**src/rtl/fk_cmd_sequencer.sv**
```systemverilog
// Command sequencer for a forward-kinematics engine.
// Joint-angle commands are queued in a small FIFO, issued one at a time to the
// FK engine with a start pulse, and the engine's result is held for a consumer
// together with the sequence tag of the command that produced it. A watchdog
// abandons a command whose engine never answers and raises a sticky error.
module fk_cmd_sequencer #(
    parameter int DEPTH   = 4,
    parameter int TIMEOUT = 1024
) (
    input  logic        clk,
    input  logic        rst,
    input  logic        cmd_valid,
    output logic        cmd_ready,
    input  logic [15:0] cmd_theta1,
    input  logic [15:0] cmd_theta2,
    input  logic [15:0] cmd_theta3,
    output logic        fk_start,
    output logic [15:0] fk_theta1,
    output logic [15:0] fk_theta2,
    output logic [15:0] fk_theta3,
    input  logic        fk_done,
    input  logic [31:0] fk_X,
    input  logic [31:0] fk_Y,
    output logic        res_valid,
    input  logic        res_ready,
    output logic [31:0] res_X,
    output logic [31:0] res_Y,
    output logic [7:0]  res_tag,
    output logic        err,
    input  logic        err_clr,
    output logic        busy
);

    localparam int AW = (DEPTH > 1) ? $clog2(DEPTH) : 1;
    localparam int CW = $clog2(DEPTH + 1);
    localparam int TW = (TIMEOUT > 1) ? $clog2(TIMEOUT) : 1;
    localparam logic [CW-1:0] FULL_COUNT = CW'(DEPTH);
    localparam logic [TW-1:0] TIMER_LAST = TW'(TIMEOUT - 1);

    typedef enum logic [1:0] {
        ST_IDLE,
        ST_WAIT,
        ST_HOLD
    } state_t;

    state_t state_reg;
    state_t state_next;

    // FIFO storage and bookkeeping; pointers wrap naturally since DEPTH is a power of two
    logic [47:0]   mem [DEPTH];
    logic [AW-1:0] wr_ptr_reg;
    logic [AW-1:0] rd_ptr_reg;
    logic [CW-1:0] count_reg;
    logic [47:0]   head_word;
    logic [15:0]   head_theta [3];

    logic [TW-1:0] timer_reg;
    logic [7:0]    tag_ctr_reg;
    logic [7:0]    issue_tag_reg;

    logic do_push;
    logic do_pop;
    logic do_capture;
    logic do_timeout;
    logic do_release;

    assign cmd_ready = (count_reg != FULL_COUNT);
    assign do_push   = cmd_valid && cmd_ready;
    assign busy      = (state_reg != ST_IDLE) || (count_reg != '0);
    assign head_word = mem[rd_ptr_reg];

    // Split the packed head entry into its three joint angles
    genvar gi;
    generate
        for (gi = 0; gi < 3; gi++) begin : g_head
            assign head_theta[gi] = head_word[16*gi +: 16];
        end
    endgenerate

    // State register
    always_ff @(posedge clk or negedge rst) begin
        if (!rst) begin
            state_reg <= ST_IDLE;
        end else begin
            state_reg <= state_next;
        end
    end

    // Next-state and per-cycle action decode; fk_done beats the timeout in the same cycle
    always_comb begin
        state_next = state_reg;
        do_pop     = 1'b0;
        do_capture = 1'b0;
        do_timeout = 1'b0;
        do_release = 1'b0;
        case (state_reg)
            ST_IDLE: begin
                if (count_reg != '0) begin
                    do_pop     = 1'b1;
                    state_next = ST_WAIT;
                end
            end
            ST_WAIT: begin
                if (fk_done) begin
                    do_capture = 1'b1;
                    state_next = ST_HOLD;
                end else if (timer_reg == TIMER_LAST) begin
                    do_timeout = 1'b1;
                    state_next = ST_IDLE;
                end
            end
            ST_HOLD: begin
                if (res_ready) begin
                    do_release = 1'b1;
                    state_next = ST_IDLE;
                end
            end
            default: begin
                state_next = ST_IDLE;
            end
        endcase
    end

    // FIFO storage write; no reset so the array can map onto block RAM
    always_ff @(posedge clk) begin
        if (do_push) begin
            mem[wr_ptr_reg] <= {cmd_theta3, cmd_theta2, cmd_theta1};
        end
    end

    // FIFO pointers and occupancy
    always_ff @(posedge clk or negedge rst) begin
        if (!rst) begin
            wr_ptr_reg <= '0;
            rd_ptr_reg <= '0;
            count_reg  <= '0;
        end else begin
            if (do_push) begin
                wr_ptr_reg <= wr_ptr_reg + 1'b1;
            end
            if (do_pop) begin
                rd_ptr_reg <= rd_ptr_reg + 1'b1;
            end
            count_reg <= count_reg + CW'(do_push) - CW'(do_pop);
        end
    end

    // Issue path: registered angles, one-cycle start pulse and sequence tag
    always_ff @(posedge clk or negedge rst) begin
        if (!rst) begin
            fk_start      <= 1'b0;
            fk_theta1     <= '0;
            fk_theta2     <= '0;
            fk_theta3     <= '0;
            tag_ctr_reg   <= '0;
            issue_tag_reg <= '0;
        end else begin
            fk_start <= do_pop;
            if (do_pop) begin
                fk_theta1     <= head_theta[0];
                fk_theta2     <= head_theta[1];
                fk_theta3     <= head_theta[2];
                issue_tag_reg <= tag_ctr_reg;
                tag_ctr_reg   <= tag_ctr_reg + 8'd1;
            end
        end
    end

    // Watchdog timer: zero in the fk_start cycle, counts while waiting
    always_ff @(posedge clk or negedge rst) begin
        if (!rst) begin
            timer_reg <= '0;
        end else if (do_pop || do_timeout || do_capture) begin
            timer_reg <= '0;
        end else if (state_reg == ST_WAIT) begin
            timer_reg <= timer_reg + 1'b1;
        end
    end

    // Result capture and hold until the consumer takes it
    always_ff @(posedge clk or negedge rst) begin
        if (!rst) begin
            res_valid <= 1'b0;
            res_X     <= '0;
            res_Y     <= '0;
            res_tag   <= '0;
        end else if (do_capture) begin
            res_valid <= 1'b1;
            res_X     <= fk_X;
            res_Y     <= fk_Y;
            res_tag   <= issue_tag_reg;
        end else if (do_release) begin
            res_valid <= 1'b0;
        end
    end

    // Sticky error flag; a timeout outranks a simultaneous clear
    always_ff @(posedge clk or negedge rst) begin
        if (!rst) begin
            err <= 1'b0;
        end else if (do_timeout) begin
            err <= 1'b1;
        end else if (err_clr) begin
            err <= 1'b0;
        end
    end

endmodule

```
**config.mk**
```make
export PLATFORM = sky130hd
export DESIGN_NAME = fk_cmd_sequencer
export DESIGN_NICKNAME = d
export VERILOG_FILES = /design/src/rtl/fk_cmd_sequencer.sv
export SDC_FILE = /design/constraint.sdc
export NUM_CORES = 1
export LEC_CHECK = 0
export BUFFER_PORTS_ARGS = -buffer_cell sky130_fd_sc_hd__buf_4
export CAP_MARGIN = 10
export CORE_UTILIZATION = 35
export CTS_CLUSTER_DIAMETER = 120
export DETAILED_ROUTE_END_ITERATION = 7
export SLEW_MARGIN = 40
export SYNTH_ARGS = -nofsm -noshare
export SYNTH_HDL_FRONTEND = slang
export SYNTH_SLANG_ARGS = --single-unit
```
**constraint.sdc**
```tcl
create_clock -name clk -period 2.95 [get_ports clk]
set_input_delay 0.59 -clock clk [delete_from_list [all_inputs] [get_ports clk]]
set_output_delay 0.59 -clock clk [all_outputs]
set_load 0.02 [all_outputs]
```
==> Implementation_results.wiki <==
{| class="wikitable"
! Metric !! Value
|-
| Final setup violation count || 0
|-
| Flip-flop count of the largest register, all copies and words added || 192
|-
| Fraction of final layout cells with drive strength greater than 1 || 41.9%
|-
| Synthesized netlist net count || 901
|-
| I/O pin total || 243
|-
| Average size of a mapped cell || 17.3 µm²
|-
| Number of buffers and inverters on the critical path || 2
|-
| Path category of the worst min-delay check || primary input to flop
|-
| Pwr per Cell Area || 1120 nW/µm²
|-
| Area growth from synthesis to final layout || 28.0%
|-
| CP Class || flop to flop
|-
| Residual DRC || 0
|-
| Cells along the critical path || nor2_1 > nand2_1 > and2_1 > inv_1 > ha_1 > inv_1 > ha_1 > fa_1 > xnor2_1 > xnor2_1
|-
| Half-perimeter wire length of the detailed placement result || 17000 µm
|-
| Detail-routed via count per cell || 4.63
|-
| Share of the synthesized area in the top cell type || 43.0%
|-
| Top cell type by total area after synthesis || sky130_fd_sc_hd__edfxtp_1
|-
| P_leak || 0.00733 µW
|-
| Flip-flop and latch count after synthesis || 350
|-
| Mapped cell area || 13400 µm²
|-
| Met3 Track Usage GR || 5.53%
|-
| Transition time of the tightest slew-check pin || 0.793 ns
|-
| Cell with the largest stage delay on the worst path || sky130_fd_sc_hd__dfrtp_1
|-
| Most common cell after layout, fill and taps aside || sky130_fd_sc_hd__buf_4
|-
| Met1 global-route usage || 17.9%
|-
| Run status || finished clean
|-
| Multi-input logic area || 3450 µm²
|-
| Vias after detailed routing || 7319
|-
| Warnings, synthesis || 0
|-
| Clock net sink count || 350
|-
| Fin cells || 1582
|-
| Final Wtd Congestion || 0.693
|-
| CP arrival || 2.59 ns
|-
| Top library cells by usage in the layout, fill and taps aside || sky130_fd_sc_hd__buf_4, sky130_fd_sc_hd__edfxtp_1, sky130_fd_sc_hd__nand2_1
|-
| CTS tree || built
|-
| Count of final hold-check violations || 0
|-
| Leading cell types by total area after synthesis || sky130_fd_sc_hd__edfxtp_1, sky130_fd_sc_hd__dfrtp_1, sky130_fd_sc_hd__mux4_2, sky130_fd_sc_hd__mux2_4, sky130_fd_sc_hd__nand2_1
|-
| GR Util All Layers || 15.0%
|-
| Required time worst endpoint || 3.41 ns
|-
| Most Used Layer, Global Route || met2
|-
| GR Overflow Total || 0
|-
| Net count reported at finish || 1168
|-
| Registers with the most flip-flops || mem: 192 flops, res_X: 32 flops, res_Y: 32 flops
|-
| Worst VDD drop || 0.000787 V
|-
| Post-synthesis cell count || 774
|-
| Setup TNS || 0 ns
|-
| Violation count after the first detailed-routing iteration || 297
|-
| Met2 routing resource usage after global routing || 25.0%
|-
| CP max stage delay || 0.39 ns
|-
| Post-DR wirelength/cell || 18.3 µm
|-
| Area enclosed by the die boundary || 39100 µm²
|-
| Die height || 198 µm
|-
| Worst setup skew after layout || 0.0136 ns
|-
| Number of cells traversed by the worst hold path || 1
|-
| Crit path max-delay family || adder cells
|-
| Number of fill cells || 3371
|-
| Standard cell core area || 37700 µm²
|-
| Starting density of the core || 35.6%
|-
| Clock buffer count from CTS || 39
|-
| Number of antenna-violating nets in the routed design || 0
|-
| Achievable Freq || 470 MHz
|-
| Drt pass-1 iters || 4
|-
| Buffer cell driving the clock tree root || sky130_fd_sc_hd__clkbuf_16
|-
| Largest fanout on the critical path || 6
|-
| Placed Cells || 1510
|-
| Synth cell types || 36
|-
| Register ranked first by flip-flop count || mem
|-
| Count of input and output buffers || 242
|-
| Crit path capture type || flop
|-
| FF+latch area || 9720 µm²
|-
| Vias in the first global route || 7622
|-
| Worst slew margin relative to its limit || 46.6%
|-
| Tcrit/Tclk final || 72.2%
|-
| H-tree levels || 2
|-
| Clock latency on the worst-skew pair || 0.55 ns
|-
| CP Depth || 10
|-
| Sequential share of the synthesized area || 72.6%
|-
| Cell Rows || 71
|-
| Worst-path clk slew || 0.06 ns
|-
| Largest buffer count on any clock path || 3
|-
| Number of maximum-capacitance violations || 0
|-
| Slew Limit Fails || 0
|-
| Overall die width || 198 µm
|-
| Number of antenna violations at the first check in global routing || 2
|-
| Largest net degree at the start of global routing || 74
|-
| Tmin final || 2.13 ns
|-
| Wire length of the first global-routing pass || 44200 µm
|-
| Unrepaired setup endpoints after global routing || false
|-
| Number of cell instances on the worst register-to-register path || 10
|-
| Wire length reported by the detailed router || 29000 µm
|-
| Worst setup SP type || flop
|}
[cell families (layout without fill, tap and decap cells)]
kind of cell    Yosys count  count (layout)  share of synthesized area [%]
other cells               0               1                              0
fa+ha+maj                 9               9                          0.897
compound gates            8               8                          0.346
buf+inv                  42             338                           1.74
xor+xnor                 21              21                           1.37
flops                   350             350                           72.6
simple gates            222             222                           6.86
mux                     122             122                           16.2
[power breakdown]
| group | leakage, µW | switching (µW) | internal [µW] | total (µW) |
|---|---|---|---|---|
| clock network | 0.000618 | 1920 | 2780 | 4700 |
| registers | 0.00369 | 786 | 6780 | 7570 |
| logic | 0.00302 | 3730 | 3270 | 7000 |
[synth_stat cells]
| cell type | instances |
|---|---|
| sky130_fd_sc_hd__nor3_2 | 1 |
| sky130_fd_sc_hd__inv_2 | 1 |
| sky130_fd_sc_hd__mux2i_1 | 1 |
| sky130_fd_sc_hd__buf_2 | 15 |
| sky130_fd_sc_hd__dfrtp_1 | 158 |
| sky130_fd_sc_hd__and2_1 | 1 |
| sky130_fd_sc_hd__and4_1 | 2 |
| sky130_fd_sc_hd__nand2_1 | 178 |
| sky130_fd_sc_hd__nor4_1 | 2 |
| sky130_fd_sc_hd__nor2_1 | 13 |
| sky130_fd_sc_hd__xor2_1 | 6 |
| sky130_fd_sc_hd__mux2_2 | 4 |
| sky130_fd_sc_hd__o21ai_0 | 4 |
| sky130_fd_sc_hd__nand4b_1 | 1 |
| sky130_fd_sc_hd__xnor2_1 | 15 |
| sky130_fd_sc_hd__buf_4 | 1 |
| sky130_fd_sc_hd__mux2_4 | 69 |
| sky130_fd_sc_hd__fa_1 | 1 |
| sky130_fd_sc_hd__and2b_1 | 1 |
| sky130_fd_sc_hd__nand2b_1 | 3 |
| sky130_fd_sc_hd__nand4_1 | 4 |
| sky130_fd_sc_hd__and3_1 | 7 |
| sky130_fd_sc_hd__nor3_1 | 1 |
| sky130_fd_sc_hd__a21oi_1 | 1 |
| sky130_fd_sc_hd__o22ai_1 | 1 |
| sky130_fd_sc_hd__nand2_4 | 1 |
| sky130_fd_sc_hd__inv_1 | 9 |
| sky130_fd_sc_hd__mux4_2 | 48 |
| sky130_fd_sc_hd__nand3_1 | 7 |
| sky130_fd_sc_hd__o21ai_2 | 1 |
| sky130_fd_sc_hd__a31oi_1 | 1 |
| sky130_fd_sc_hd__edfxtp_1 | 192 |
| sky130_fd_sc_hd__buf_6 | 7 |
| sky130_fd_sc_hd__clkbuf_1 | 6 |
| sky130_fd_sc_hd__ha_1 | 8 |
| sky130_fd_sc_hd__buf_1 | 3 |
[worst register-to-register path: cells and delay by family, from the launching register on]
kind                       cells  cell delay [ns]
xor gates and xnor gates       2             0.33
and+or+nand+nor                3             0.41
buffers and inverters          2             0.10
DFF                            1             0.39
adders and majority gates      3             0.82
[worst paths after layout]
kind,start,end,slack [ns]
max in group asynchronous,rst,fk_theta3[6]$_DFFE_PN0P_,1.52
min in group asynchronous,rst,res_X[26]$_DFFE_PN0P_,0.56
worst min register to register,issue_tag_reg[7]$_DFFE_PN0P_,issue_tag_reg[7]$_DFFE_PN0P_,0.47
worst min-delay path,cmd_theta2[3],mem[3][19]$_DFFE_PP_,0.24
worst max-delay path,count_reg[0]$_DFF_PN0_,count_reg[2]$_DFF_PN0_,0.82
worst max register to register,count_reg[0]$_DFF_PN0_,count_reg[2]$_DFF_PN0_,0.82
[layer usage]
layer  part of all wire (%)  wire length, µm
met5                  0.045               13
met4                    2.4              691
met3                    8.3             2400
met2                     47            13700
met1                     42            12100
[cell type report]
class | count | share of cell area [%]
sequential | 350 | 56.7
multi-input combinational | 382 | 20.1
antenna | 1 | 0.0146
clock buffer | 54 | 6.63
inverter | 10 | 0.219
timing repair buffer | 258 | 11.9
clock inverter | 16 | 0.671
tap | 511 | 3.73
[timing repair]
item,CTS,global route
setup buffers,0,0
gates resized for setup,0,0
hold buffers,1,0
hold endpoints to repair,42,0
[through the flow]
stage / hold slack, ns / total power [µW] / area, µm² / util, % / setup WS, ns
finish: 0.241 / 19300 / 17100 / 45.5 / 0.821
global route: 0.214 / 20400 / 17100 / 45.5 / 0.682
global placement: 0.460 / 14700 / 15900 / 42.1 / 0.789
CTS: 0.199 / 19600 / 17100 / 45.5 / 0.773
floorplan: 0.294 / 12100 / 13400 / - / 0.634
detailed placement: 0.463 / 14800 / 15900 / 42.1 / 0.756
Note: power is estimated with default switching activity, not from simulation.
